## config.mk

```make
export PLATFORM = sky130hd
export DESIGN_NAME = dispatch_deserializer
export DESIGN_NICKNAME = d
export VERILOG_FILES = /design/src/rtl/dispatch_deserializer_pkg.sv /design/src/rtl/dispatch_fifo.sv /design/src/rtl/dispatch_deserializer.sv
export SDC_FILE = /design/constraint.sdc
export NUM_CORES = 1
export LEC_CHECK = 0
export BUFFER_PORTS_ARGS = -buffer_cell sky130_fd_sc_hd__buf_2
export CAP_MARGIN = 5
export CORE_ASPECT_RATIO = 2
export CORE_MARGIN = 2
export CORE_UTILIZATION = 55
export DETAILED_ROUTE_END_ITERATION = 7
export PLACE_DENSITY = 0.86
export SLEW_MARGIN = 15
export SYNTH_ARGS = -nofsm -noshare
export SYNTH_HDL_FRONTEND = slang
export SYNTH_HIERARCHICAL = 1
export SYNTH_SLANG_ARGS = --single-unit
```

## constraint.sdc

```tcl
create_clock -name clk -period 4.8 [get_ports clk]
set_clock_uncertainty 0.1 [all_clocks]
set_input_delay 0.48 -clock clk [delete_from_list [all_inputs] [get_ports clk]]
set_output_delay 0.48 -clock clk [all_outputs]
set_load 0.005 [all_outputs]
```

## src/rtl/dispatch_deserializer_pkg.sv

```systemverilog
// Dispatch word geometry shared by the source stage and its byte-stream front end.
package dispatch_deserializer_pkg;

    localparam int SRC_WIDTH = 20;

    function automatic int bytes_for_width(input int width);
        return (width + 7) / 8;
    endfunction

    localparam int SRC_BYTES = bytes_for_width(SRC_WIDTH);

endpackage

```

## src/rtl/dispatch_fifo.sv

```systemverilog
// Synchronous first-word-fall-through FIFO with a registered head word that
// holds its last value while empty.
module dispatch_fifo #(
    parameter int WIDTH = 20,
    parameter int DEPTH = 2
) (
    input  logic             clk,
    input  logic             rst,
    input  logic             push,
    input  logic [WIDTH-1:0] din,
    input  logic             pop,
    output logic [WIDTH-1:0] dout,
    output logic             empty,
    output logic             full
);

    localparam int AW = (DEPTH > 1) ? $clog2(DEPTH) : 1;
    localparam int CW = $clog2(DEPTH + 1);

    logic [WIDTH-1:0] mem_r [DEPTH];
    logic [AW-1:0]    wr_ptr_r;
    logic [AW-1:0]    rd_ptr_r;
    logic [AW-1:0]    rd_next_s;
    logic [CW-1:0]    count_r;
    logic [CW-1:0]    count_next_s;
    logic [WIDTH-1:0] dout_r;
    logic [WIDTH-1:0] dout_next_s;
    logic             push_s;
    logic             pop_s;

    // Next occupancy, read pointer and head word.
    always_comb begin
        push_s       = push && (count_r != CW'(DEPTH));
        pop_s        = pop && (count_r != CW'(0));
        rd_next_s    = pop_s ? rd_ptr_r + AW'(1) : rd_ptr_r;
        count_next_s = count_r;
        case ({push_s, pop_s})
            2'b10:   count_next_s = count_r + CW'(1);
            2'b01:   count_next_s = count_r - CW'(1);
            default: count_next_s = count_r;
        endcase
        dout_next_s = dout_r;
        if (count_next_s == CW'(0)) begin
            dout_next_s = dout_r;
        end else if (push_s && ((count_r - (pop_s ? CW'(1) : CW'(0))) == CW'(0))) begin
            // The word being written becomes the head immediately.
            dout_next_s = din;
        end else begin
            dout_next_s = mem_r[rd_next_s];
        end
    end

    // Storage array write port.
    always_ff @(posedge clk) begin
        if (push_s) begin
            mem_r[wr_ptr_r] <= din;
        end
    end

    // Pointers, occupancy and head register.
    always_ff @(posedge clk) begin
        if (rst) begin
            wr_ptr_r <= AW'(0);
            rd_ptr_r <= AW'(0);
            count_r  <= CW'(0);
            dout_r   <= WIDTH'(0);
        end else begin
            wr_ptr_r <= push_s ? wr_ptr_r + AW'(1) : wr_ptr_r;
            rd_ptr_r <= rd_next_s;
            count_r  <= count_next_s;
            dout_r   <= dout_next_s;
        end
    end

    assign dout  = dout_r;
    assign empty = (count_r == CW'(0));
    assign full  = (count_r == CW'(DEPTH));

endmodule

```

## src/rtl/dispatch_deserializer.sv

```systemverilog
// Packs MSB-first host bytes into dispatch words and queues them for the
// source stage, optionally dropping partial words that stall too long.
module dispatch_deserializer
    import dispatch_deserializer_pkg::*;
#(
    parameter int SRC_WIDTH      = dispatch_deserializer_pkg::SRC_WIDTH,
    parameter int OUT_DEPTH      = 2,
    parameter int TIMEOUT_CYCLES = 0
) (
    input  logic                 clk,
    input  logic                 rst,
    input  logic                 rx_valid,
    output logic                 rx_ready,
    input  logic [7:0]           rx_data,
    output logic                 src_valid,
    input  logic                 src_ready,
    output logic [SRC_WIDTH-1:0] src,
    output logic                 frame_err,
    output logic                 busy
);

    localparam int NBYTES = bytes_for_width(SRC_WIDTH);
    localparam int IDX_W  = (NBYTES > 1) ? $clog2(NBYTES) : 1;
    localparam logic [IDX_W-1:0] LAST_IDX = IDX_W'(NBYTES - 1);
    localparam bit TO_EN = (TIMEOUT_CYCLES > 0);
    localparam int TO_W  = TO_EN ? $clog2(TIMEOUT_CYCLES + 1) : 1;
    localparam logic [TO_W-1:0] TO_LAST = TO_W'(TO_EN ? TIMEOUT_CYCLES - 1 : 0);

    logic [IDX_W-1:0]     byte_idx_r;
    logic [SRC_WIDTH-1:0] shreg_r;
    logic [TO_W-1:0]      to_cnt_r;
    logic                 frame_err_r;
    logic                 last_s;
    logic                 rx_ready_s;
    logic                 accept_s;
    logic                 push_s;
    logic                 expire_s;
    logic [SRC_WIDTH-1:0] word_s;
    logic                 fifo_empty_s;
    logic                 fifo_full_s;

    // Handshake decode and word assembly; pad bits of the first byte fall off the top.
    always_comb begin
        last_s     = (byte_idx_r == LAST_IDX);
        rx_ready_s = !last_s || !fifo_full_s;
        accept_s   = rx_valid && rx_ready_s;
        push_s     = accept_s && last_s;
        word_s     = SRC_WIDTH'({shreg_r, rx_data});
        expire_s   = TO_EN && (byte_idx_r != IDX_W'(0)) && !accept_s && (to_cnt_r == TO_LAST);
    end

    // Byte position, shift register and idle timeout; an arriving byte beats expiry.
    always_ff @(posedge clk) begin
        if (rst) begin
            byte_idx_r  <= IDX_W'(0);
            shreg_r     <= SRC_WIDTH'(0);
            to_cnt_r    <= TO_W'(0);
            frame_err_r <= 1'b0;
        end else begin
            frame_err_r <= expire_s;
            if (accept_s) begin
                shreg_r    <= word_s;
                byte_idx_r <= last_s ? IDX_W'(0) : byte_idx_r + IDX_W'(1);
                to_cnt_r   <= TO_W'(0);
            end else if (expire_s) begin
                byte_idx_r <= IDX_W'(0);
                shreg_r    <= SRC_WIDTH'(0);
                to_cnt_r   <= TO_W'(0);
            end else if (TO_EN && (byte_idx_r != IDX_W'(0))) begin
                to_cnt_r <= to_cnt_r + TO_W'(1);
            end else begin
                to_cnt_r <= TO_W'(0);
            end
        end
    end

    dispatch_fifo #(
        .WIDTH (SRC_WIDTH),
        .DEPTH (OUT_DEPTH)
    ) u_out_fifo (
        .clk   (clk),
        .rst   (rst),
        .push  (push_s),
        .din   (word_s),
        .pop   (src_ready),
        .dout  (src),
        .empty (fifo_empty_s),
        .full  (fifo_full_s)
    );

    assign rx_ready  = rx_ready_s;
    assign src_valid = !fifo_empty_s;
    assign frame_err = frame_err_r;
    assign busy      = (byte_idx_r != IDX_W'(0)) || !fifo_empty_s;

endmodule
```

== Word-level counts from Yosys, hierarchy flattened ==
Memories as Yosys holds them, arrays and structs flattened.
Index checks and enable logic that the tools add are counted.

* Reduce and logical (&&, ||, !) cells: 15
* Muxes and demuxes: 7
* $add $sub $neg: 6
* Equality and inequality tests: 5

{| class="wikitable"
|+ Operators by type and width
! kind !! number
|-
| $mux 20 || 1
|-
| $eq 2x2->1 const B || 3
|-
| $logic_not 2->1 || 3
|-
| $logic_and 1x1->1 || 5
|-
| $add 2x1->2 const B || 2
|-
| $mux 1 || 4
|-
| $pmux 2 s2 || 1
|-
| $reduce_bool 2->1 || 2
|-
| $logic_not 1->1 || 3
|-
| $add 1x1->1 const B || 2
|-
| $eq 2x1->1 const B || 1
|-
| $logic_or 1x1->1 || 2
|-
| $mux 2 || 1
|-
| $ne 2x2->1 const B || 1
|-
| $sub 2x1->2 const B || 1
|-
| $sub 2x2->2 || 1
|}

* Memory bits (writable): 40
* Memories kept: 1
* Output and inout bits: 24
* Logic and storage cells: 40
* Input bits: 12
* Flip-flop bits (word level): 38

{| class="wikitable"
|+ Memory list
! name !! words !! bits a word !! read ports !! clocked after memory_dff !! write ports !! RTL line !! source
|-
| u_out_fifo.mem_r || 2 || 20 || 1 || 0 || 1 || dispatch_fifo.sv:20 || <nowiki>logic [WIDTH-1:0] mem_r [DEPTH];</nowiki>
|}

== Logic depth before layout (Yosys ltp) ==
Gate-level depths: netlist (run 1).

* Word-level depth: 9
* Mapped depth: 15
* Mapped depth without buffers: 11

== By module ==
Netlist (run 1), hierarchy kept.

{| class="wikitable"
|+ Modules (own cells, without submodules)
! module !! times used !! cells each !! sequential area each (µm²) !! area each (µm²)
|-
| dispatch_fifo || 1 || 300 || 1681.6 || 3405.8
|-
| dispatch_deserializer || 1 || 65 || 280.3 || 685.7
|}

== Least setup slack after synthesis (run 1) ==
No wires, ideal clock.

* Path kind: register to register
* From: reg u_out_fifo.count_r[0]
* To: mem u_out_fifo.mem_r[0][0], enable pin
* Setup slack: 1.903 ns
* Period minus slack after synthesis: 2.897 ns
* Arrival: 2.401 ns
* Cell stages (with the launch flop): 10
* Setup time: 0.397 ns
* Buffers on the path: 2
* Data required time: 4.303 ns
* Path through: dfxtp_1 nand2b_1 inv_1 nand3b_4 buf_12 nand2_4 nor3b_2 clkbuf_1 nand2_1 nor2_1

* Cells in the longest elaborated chain, start to end: 8
* Elaborated cells between the ends (all ways): 9
* Those cells by class: eq/ne: 2; mux: 2; reduce/logical: 5

{| class="wikitable"
|+ Ends and longest elaborated chain
! element !! RTL line !! source
|-
| start, declared || dispatch_fifo.sv:24 || <nowiki>logic [CW-1:0] count_r;</nowiki>
|-
| start signal, assigned || dispatch_fifo.sv:70 || <nowiki>count_r <= count_next_s;</nowiki>
|-
| $eq 2x2->1 || dispatch_fifo.sv:77 || <nowiki>assign full = (count_r == CW'(DEPTH));</nowiki>
|-
| net fifo_full_s || dispatch_deserializer.sv:40 || <nowiki>logic fifo_full_s;</nowiki>
|-
| $logic_not 1->1 || dispatch_deserializer.sv:45 || <nowiki>rx_ready_s = !last_s || !fifo_full_s;</nowiki>
|-
| $logic_or 1x1->1 || dispatch_deserializer.sv:45 ||
|-
| net rx_ready || dispatch_deserializer.sv:13 || <nowiki>output logic rx_ready,</nowiki>
|-
| $logic_and 1x1->1 || dispatch_deserializer.sv:46 || <nowiki>accept_s = rx_valid && rx_ready_s;</nowiki>
|-
| $logic_and 1x1->1 || dispatch_deserializer.sv:47 || <nowiki>push_s = accept_s && last_s;</nowiki>
|-
| net push_s || dispatch_deserializer.sv:36 || <nowiki>logic push_s;</nowiki>
|-
| $logic_and 1x1->1 || dispatch_fifo.sv:33 || <nowiki>push_s = push && (count_r != CW'(DEPTH));</nowiki>
|-
| $mux 1 || dispatch_fifo.sv:55 || <nowiki>if (push_s) begin</nowiki>
|-
| $mux 1 (not written as such) || dispatch_fifo.sv:56 || <nowiki>mem_r[wr_ptr_r] <= din;</nowiki>
|-
| end, declared || dispatch_fifo.sv:20 ||
|}

The timed path passes the listed nets, and every way through them passes these cells.

== Final worst setup path (run 1) ==
* From: reg u_out_fifo.count_r[0]
* To: reg u_out_fifo.dout_r[1], in the netlist u_out_fifo/dout[1]

* Cells in the longest elaborated chain, start to end: 9
* Elaborated cells between the ends (all ways): 22
* Those cells by class: add/sub: 3; eq/ne: 4; mux: 4; reduce/logical: 10; memory: 1

{| class="wikitable"
|+ Ends and longest elaborated chain
! element !! RTL line !! source
|-
| $eq 2x2->1 (*) || dispatch_fifo.sv:77 ||
|-
| net fifo_full_s || dispatch_deserializer.sv:40 ||
|-
| $logic_not 1->1 (*) || dispatch_deserializer.sv:45 ||
|-
| $logic_or 1x1->1 (*) || dispatch_deserializer.sv:45 ||
|-
| $logic_and 1x1->1 (*) || dispatch_deserializer.sv:46 ||
|-
| $logic_and 1x1->1 (*) || dispatch_deserializer.sv:47 ||
|-
| net push_s || dispatch_deserializer.sv:36 ||
|-
| $logic_and 1x1->1 (*) || dispatch_fifo.sv:33 ||
|-
| $eq 2x1->1 / $eq 2x2->1 (equally long branches) || dispatch_fifo.sv:37 || <nowiki>case ({push_s, pop_s})</nowiki>
|-
| $pmux 2 s2 || dispatch_fifo.sv:37 ||
|-
| $logic_not 2->1 || dispatch_fifo.sv:43 || <nowiki>if (count_next_s == CW'(0)) begin</nowiki>
|-
| end signal, assigned || dispatch_fifo.sv:71 || <nowiki>dout_r <= dout_next_s;</nowiki>
|-
| end, declared || dispatch_fifo.sv:26 || <nowiki>logic [WIDTH-1:0] dout_r;</nowiki>
|}

Mark *: on every way through the listed nets, which the timed path passes. The rest lies on a longest branch.
A chain may end at the register's enable or synchronous reset.

==> results.json, run 1 <==
{
  "critPathCaptureType": "flip-flop",
  "drt_iter0_markers": 257,
  "synth_commonest_cells": "40 x edfxtp_1, 38 x dfxtp_1, 26 x nor2_1",
  "synthFlopType": "edfxtp_1",
  "clkTransAtPathRegs_ns": 0.06,
  "grt.met2_usage_pct": 40.5,
  "holdBufCountCts": 0,
  "numPortBuffers": 34,
  "clock-sinks": 78,
  "avgSynthCellArea_sq_um": 11.2,
  "drv_slew": 0,
  "area_delta_synth_final_pct": 9.42,
  "cts_buffers": 9,
  "drtPass1Iterations": 7,
  "detail-route-antenna-nets": 0,
  "core-area_sq_um": 7210,
  "syn_nets": 378,
  "fp-row-count": 44,
  "worstPathRequired_ns": 4.94,
  "dp_hpwl_um": 6130,
  "synth_area_leader_cell": "edfxtp_1",
  "antenna_found_initial": 0,
  "finalSetupViolations": 0,
  "synth_cell_types": 38,
  "p_leak_nw": 1.57,
  "track_usage_pct": 23.7,
  "fin_tns_setup_ns": 0,
  "die_width_um": 65.0,
  "routedWlPerCell_um": 19.5,
  "ys_ff_latch": 78,
  "vias": 3105,
  "critPathKind": "reg -> reg",
  "synth_top_area_share_pct": 29.4,
  "hold_viol_final": 0,
  "cp.arrival_ns": 3.28,
  "ys_seq_area_share_pct": 48.0,
  "synth.most_common_cell": "edfxtp_1",
  "ctsResizeCount": 0,
  "fmax_mhz": 319,
  "hold_class": "in -> reg",
  "via_per_inst": 6.51,
  "routed_wl_um": 9320,
  "clockBufferDepth": 2,
  "ir_drop_mv": 0.299,
  "grt-ovfl-total": 0,
  "whs_ns": 0.295,
  "synth_edf_count": 40,
  "cts_tree": "done",
  "fill_cells": 585,
  "cp_max_fo": 20,
  "grt_pass1_vias": 3020,
  "top_usage_layer": "met2",
  "post_cts_buffers": 0,
  "fin_total_pwr_w": 0.00172,
  "dieArea_sq_um": 8190,
  "async_flop_share_pct": 0,
  "clk_latency_ns": 0.33,
  "cap_violations": 0,
  "met1_usage_pct": 26.4,
  "grt_max_degree": 47,
  "synth_cells": 365,
  "fin_crit_sh_pct": 65.4,
  "synth_area_sq_um": 4090,
  "max-slew-margin-rel_pct": 25.6,
  "io_pins": 36,
  "critPathSlowestCell": "nor3b_2",
  "die_h_um": 126,
  "yosys-top-cells-area": "edfxtp_1 29%, dfxtp_1 19%, mux2i_1 6.1%",
  "initial_core_util_pct": 56.7,
  "root_buffer": "clkbuf_16",
  "path_cells": "nand2b_1 -> inv_1 -> nand3b_4 -> nand2_4 -> nor3b_2 -> nand2_1 -> ha_1 -> nor2b_1 -> a22oi_2 -> buf_4 -> nor2_1 -> a311oi_1",
  "finalNetCount": 393,
  "status": "finished clean",
  "rsz0062_at_grt": "false",
  "drive_gt1_share_pct": 23.4,
  "post-route-drc-count": 0,
  "gp_congestion": 0.824,
  "synth-warning-count": 6,
  "period_minus_slack_ns": 3.14,
  "grt_pass1_wl_um": 14700,
  "critPathMaxStageDelay_ns": 0.52,
  "worst_pin_slew_ns": 1.12,
  "crit_path_start_kind": "flip-flop",
  "power_density_nw_per_um2": 384,
  "n_antenna_cell": 0,
  "h-tree-depth": 3,
  "grt_use_met3_pct": 4.82
}
==> area by class of cell <==
cell class	count	area, sq um	area share [%]
Timing Repair Buffer	40	215	4.81
Sequential cell	78	1960	43.9
Multi-Input combinational cell	247	1870	41.7
Clock inverter	4	45.0	1.01
Inverter	4	15.0	0.335
Clock buffer	12	256	5.73
Tap cell	92	115	2.57
==> per-stage QoR <==
stage	setup WS (ns)	cells	area, sq um	utilization [%]
2_1_floorplan	1.90	365	4090	-
3_3_place_gp	1.71	461	4180	57.9
3_5_place_dp	1.61	461	4180	57.9
4_1_cts	1.64	477	4480	62.1
5_1_grt	1.37	477	4480	62.1
6_report	1.66	477	4480	62.1
==> cells in the final DEF, fill, tap and decap left out, drive strengths merged, types with 21 or more instances in the layout <==
cell type / count
a21oi: 22
nand2: 24
a311oi: 21
buf: 40
dfxtp: 38
mux2i: 25
edfxtp: 40
nor2: 26
==> where the power goes <==
part | switching, W | internal [W] | total [W] | leakage, nW
Combinational | 0.000142 | 0.000122 | 0.000264 | 0.736
Clock | 0.000250 | 0.000428 | 0.000678 | 0.152
Sequential | 0.0000335 | 0.000744 | 0.000777 | 0.677
Total | 0.000425 | 0.00129 | 0.00172 | 1.57
==> sequential cells by signal (all words and copies together), names as in the netlist <==
name	count
u_out_fifo/mem_r	40
u_out_fifo/dout	20
shreg_r	12
byte_idx_r	2
u_out_fifo/count_r	2
u_out_fifo/rd_ptr_r	1
u_out_fifo/wr_ptr_r	1
==> metal layers <==
layer	wire, um	up-vias
li1	-	1436
met1	3500	1520
met2	4910	123
met3	535	26
met4	376	0
met5	0	-
==> worst paths after layout <==
check	from	cells after the start	slack [ns]	endpoint
worst max register to register	u_out_fifo/count_r[0]	12	1.66	u_out_fifo/dout[1]
worst min register to register	shreg_r[3]	0	0.39	u_out_fifo/mem_r[0][11]
worst min-delay path	rx_data[7]	1	0.29	u_out_fifo/mem_r[0][7]
worst max-delay path	u_out_fifo/count_r[0]	12	1.66	u_out_fifo/dout[1]
==> cell families (layout without fill, tap and decap cells) <==
kind of cell               after synthesis  in the layout  synth area share [%]
AOI/OAI and AO/OA                      115            115                  22.2
xor gates and xnor gates                 4              4                 0.856
adders and majority gates                1              1                 0.306
buffers and inverters                   40             60                  6.54
DFF                                     78             78                  48.0
muxes                                   45             45                  11.6
other                                    1              1                0.0917
and+or+nand+nor                         81             81                  10.5
==> critical path, delay by kind of cell, from the launching register on <==
kind,cells,cell delay [ns]
AOI/OAI and AO/OA,2,0.43
adders and majority gates,1,0.42
buffers and inverters,2,0.36
DFF,1,0.42
and+or+nand+nor,7,1.32
Power figures use the tool's default switching activity.
==> run 2: changes to the inputs <==
- CORE_UTILIZATION: 55 -> 54
- PLACE_DENSITY: 0.86 -> 0.88
- clock period: 4.8 -> 2.72 ns (I/O delays scaled with it)
==> run 2 against run 1 <==
Against the previous run:
- die area rose by 1.8%
- combinational power up 100%
- count of clock-buffer cells in the layout is 1 higher
- global-route usage grew 2.0 points
- first-iteration DRC count fell by 2.3%
- clock power increased by 78%
- total power is 80% higher
- sequential share of layout area decreased by 1.5 points
- sequential power is 75% higher
- worst hold slack got worse by 0.23 ns
- core utilization is 1.3 points higher
- setup slack got worse by 1.5 ns
- largest cell class unchanged
- highest routed layer unchanged
==> results.json, run 2 (synthesized netlist as in run 1, its figures left out) <==
{
  "drt_iter0_markers": 251,
  "crit_path_start_kind": "flip-flop",
  "area_delta_synth_final_pct": 13.3,
  "status": "finished clean",
  "gp_congestion": 0.794,
  "fin_crit_sh_pct": 95.0,
  "clockBufferDepth": 2,
  "vias": 3156,
  "layout_commonest_cell": "edfxtp_1",
  "clock-sinks": 78,
  "cp.arrival_ns": 2.71,
  "fp-row-count": 44,
  "cp_max_fo": 20,
  "p_leak_nw": 1.63,
  "initial_core_util_pct": 55.9,
  "core-area_sq_um": 7320,
  "holdBufCountCts": 0,
  "die_h_um": 127,
  "h-tree-depth": 3,
  "path_cells": "nand2b_1 -> inv_1 -> nand3b_4 -> nand2_4 -> nor3b_4 -> nand2_1 -> ha_4 -> xor2_1 -> a22oi_2 -> buf_12 -> nor2_1 -> a311oi_1",
  "worst_pin_slew_ns": 0.808,
  "grt_pass1_vias": 3168,
  "grt-ovfl-total": 0,
  "post-route-drc-count": 0,
  "cts_buffers": 9,
  "n_antenna_cell": 0,
  "p_switching_w": 0.000784,
  "die_width_um": 65.6,
  "critPathSlowestCell": "dfxtp_1",
  "ir_drop_mv": 0.500,
  "swShare_pct": 25.3,
  "clkTransAtPathRegs_ns": 0.06,
  "finalNetCount": 404,
  "largest_reg_flops": 40,
  "cp-startpoint": "u_out_fifo/count_r[0]",
  "root_buffer": "clkbuf_16",
  "finalSetupViolations": 0,
  "clk_latency_ns": 0.34,
  "critPathMaxStageDelay_ns": 0.32,
  "numPortBuffers": 34,
  "whs_ns": 0.0669,
  "track_usage_pct": 25.7,
  "drive_gt1_share_pct": 25.8,
  "combPwrFrac_pct": 17.2,
  "dp_hpwl_um": 6230,
  "dieArea_sq_um": 8330,
  "cp_num_buf_inv": 2,
  "hold_class": "in -> reg",
  "grt_max_degree": 63,
  "max-slew-margin-rel_pct": 46.2,
  "hold_viol_final": 0,
  "top_register": "u_out_fifo/mem_r",
  "power_density_nw_per_um2": 669,
  "intPower_w": 0.00232,
  "worstPathRequired_ns": 2.85,
  "grt_pass1_wl_um": 16000,
  "final_cell_mix": "40 x edfxtp_1, 37 x dfxtp_1, 34 x buf_2",
  "routedWlPerCell_um": 21.2,
  "antenna_found_initial": 0,
  "fmax_mhz": 387,
  "hold_start": "rx_data[4]",
  "detail-route-antenna-nets": 0,
  "cap_violations": 0,
  "via_per_inst": 6.47,
  "drv_slew": 0,
  "setup_slack_ns": 0.137,
  "seq_power_share_pct": 43.9,
  "drtPass1Iterations": 5,
  "pre_cts_slack_ns": 0.195,
  "cts_tree": "done",
  "routed_wl_um": 10400,
  "critPathKind": "reg -> reg",
  "r2r_start": "u_out_fifo/count_r[0]",
  "io_pins": 36,
  "crit_family": "simple AND/OR/NAND/NOR gates",
  "critPathCaptureType": "flip-flop",
  "pwr-share-clk_pct": 38.9,
  "period_minus_slack_ns": 2.58
}
-- run 2: cell count changes in the layout (fill, tap and decap cells not counted) --
cell        change
nor3b_4         +1
ha_1            -1
clkinvlp_4      +1
buf_4           +7
buf_12          +3
clkbuf_16       +1
nor2_1          -1
clkinv_2        -2
clkbuf_1        +1
nor3b_2         -1
nor2_2          +1
ha_4            +1
-- run 2: per-stage QoR --
| stage | power, W | cells | utilization, % | cell area, sq um | setup TNS (ns) |
|---|---|---|---|---|---|
| after global placement | 0.00187 | 471 | 58.7 | 4300 | 0 |
| after detailed placement | 0.00189 | 471 | 58.7 | 4300 | 0 |
| after CTS | 0.00309 | 487 | 62.8 | 4600 | 0 |
| after global routing | 0.00322 | 488 | 63.3 | 4640 | -0.00262 |
| after floorplan | 0.00174 | 365 | - | 4110 | 0 |
| final | 0.00310 | 488 | 63.3 | 4640 | 0 |
-- run 2: power by group through the flow --
stage | sequential, W | clock (W) | combinational [W]
5_1_grt | 0.00137 | 0.00127 | 0.000579
2_1_floorplan | 0.00138 | 0 | 0.000353
4_1_cts | 0.00136 | 0.00122 | 0.000506
3_5_place_dp | 0.00139 | 0 | 0.000502
6_report | 0.00136 | 0.00121 | 0.000535
3_3_place_gp | 0.00138 | 0 | 0.000483
-- run 2: path summary, 6_finish.rpt --
kind	end	slack, ns	cells past startpoint
max	u_out_fifo/dout[6]	0.14	12
min	u_out_fifo/mem_r[1][4]	0.07	1
max reg2reg	u_out_fifo/dout[6]	0.14	12
min reg2reg	u_out_fifo/mem_r[1][14]	0.39	0
-- run 2: what timing repair did --
action                                  CTS  global route
endpoints found under the setup margin    0             2
buffers inserted                          0             0
resized for setup                         0             1
-- run 2: cell type report --
cell class,instances,area (sq um)
Multi-Input combinational cell,247,1890
Fill cell,557,2690
Tap cell,92,115
Clock buffer,13,260
Inverter,4,15.0
Clock inverter,3,42.5
Timing Repair Buffer,51,353
Sequential cell,78,1960
-- run 2: per-layer routing --
metal / part of all wire [%] / track usage (%)
met1: 36 / 28.6
met2: 54 / 44.8
met3: 6.6 / 5.11
met4: 2.8 / 14.1
met5: 0 / 0
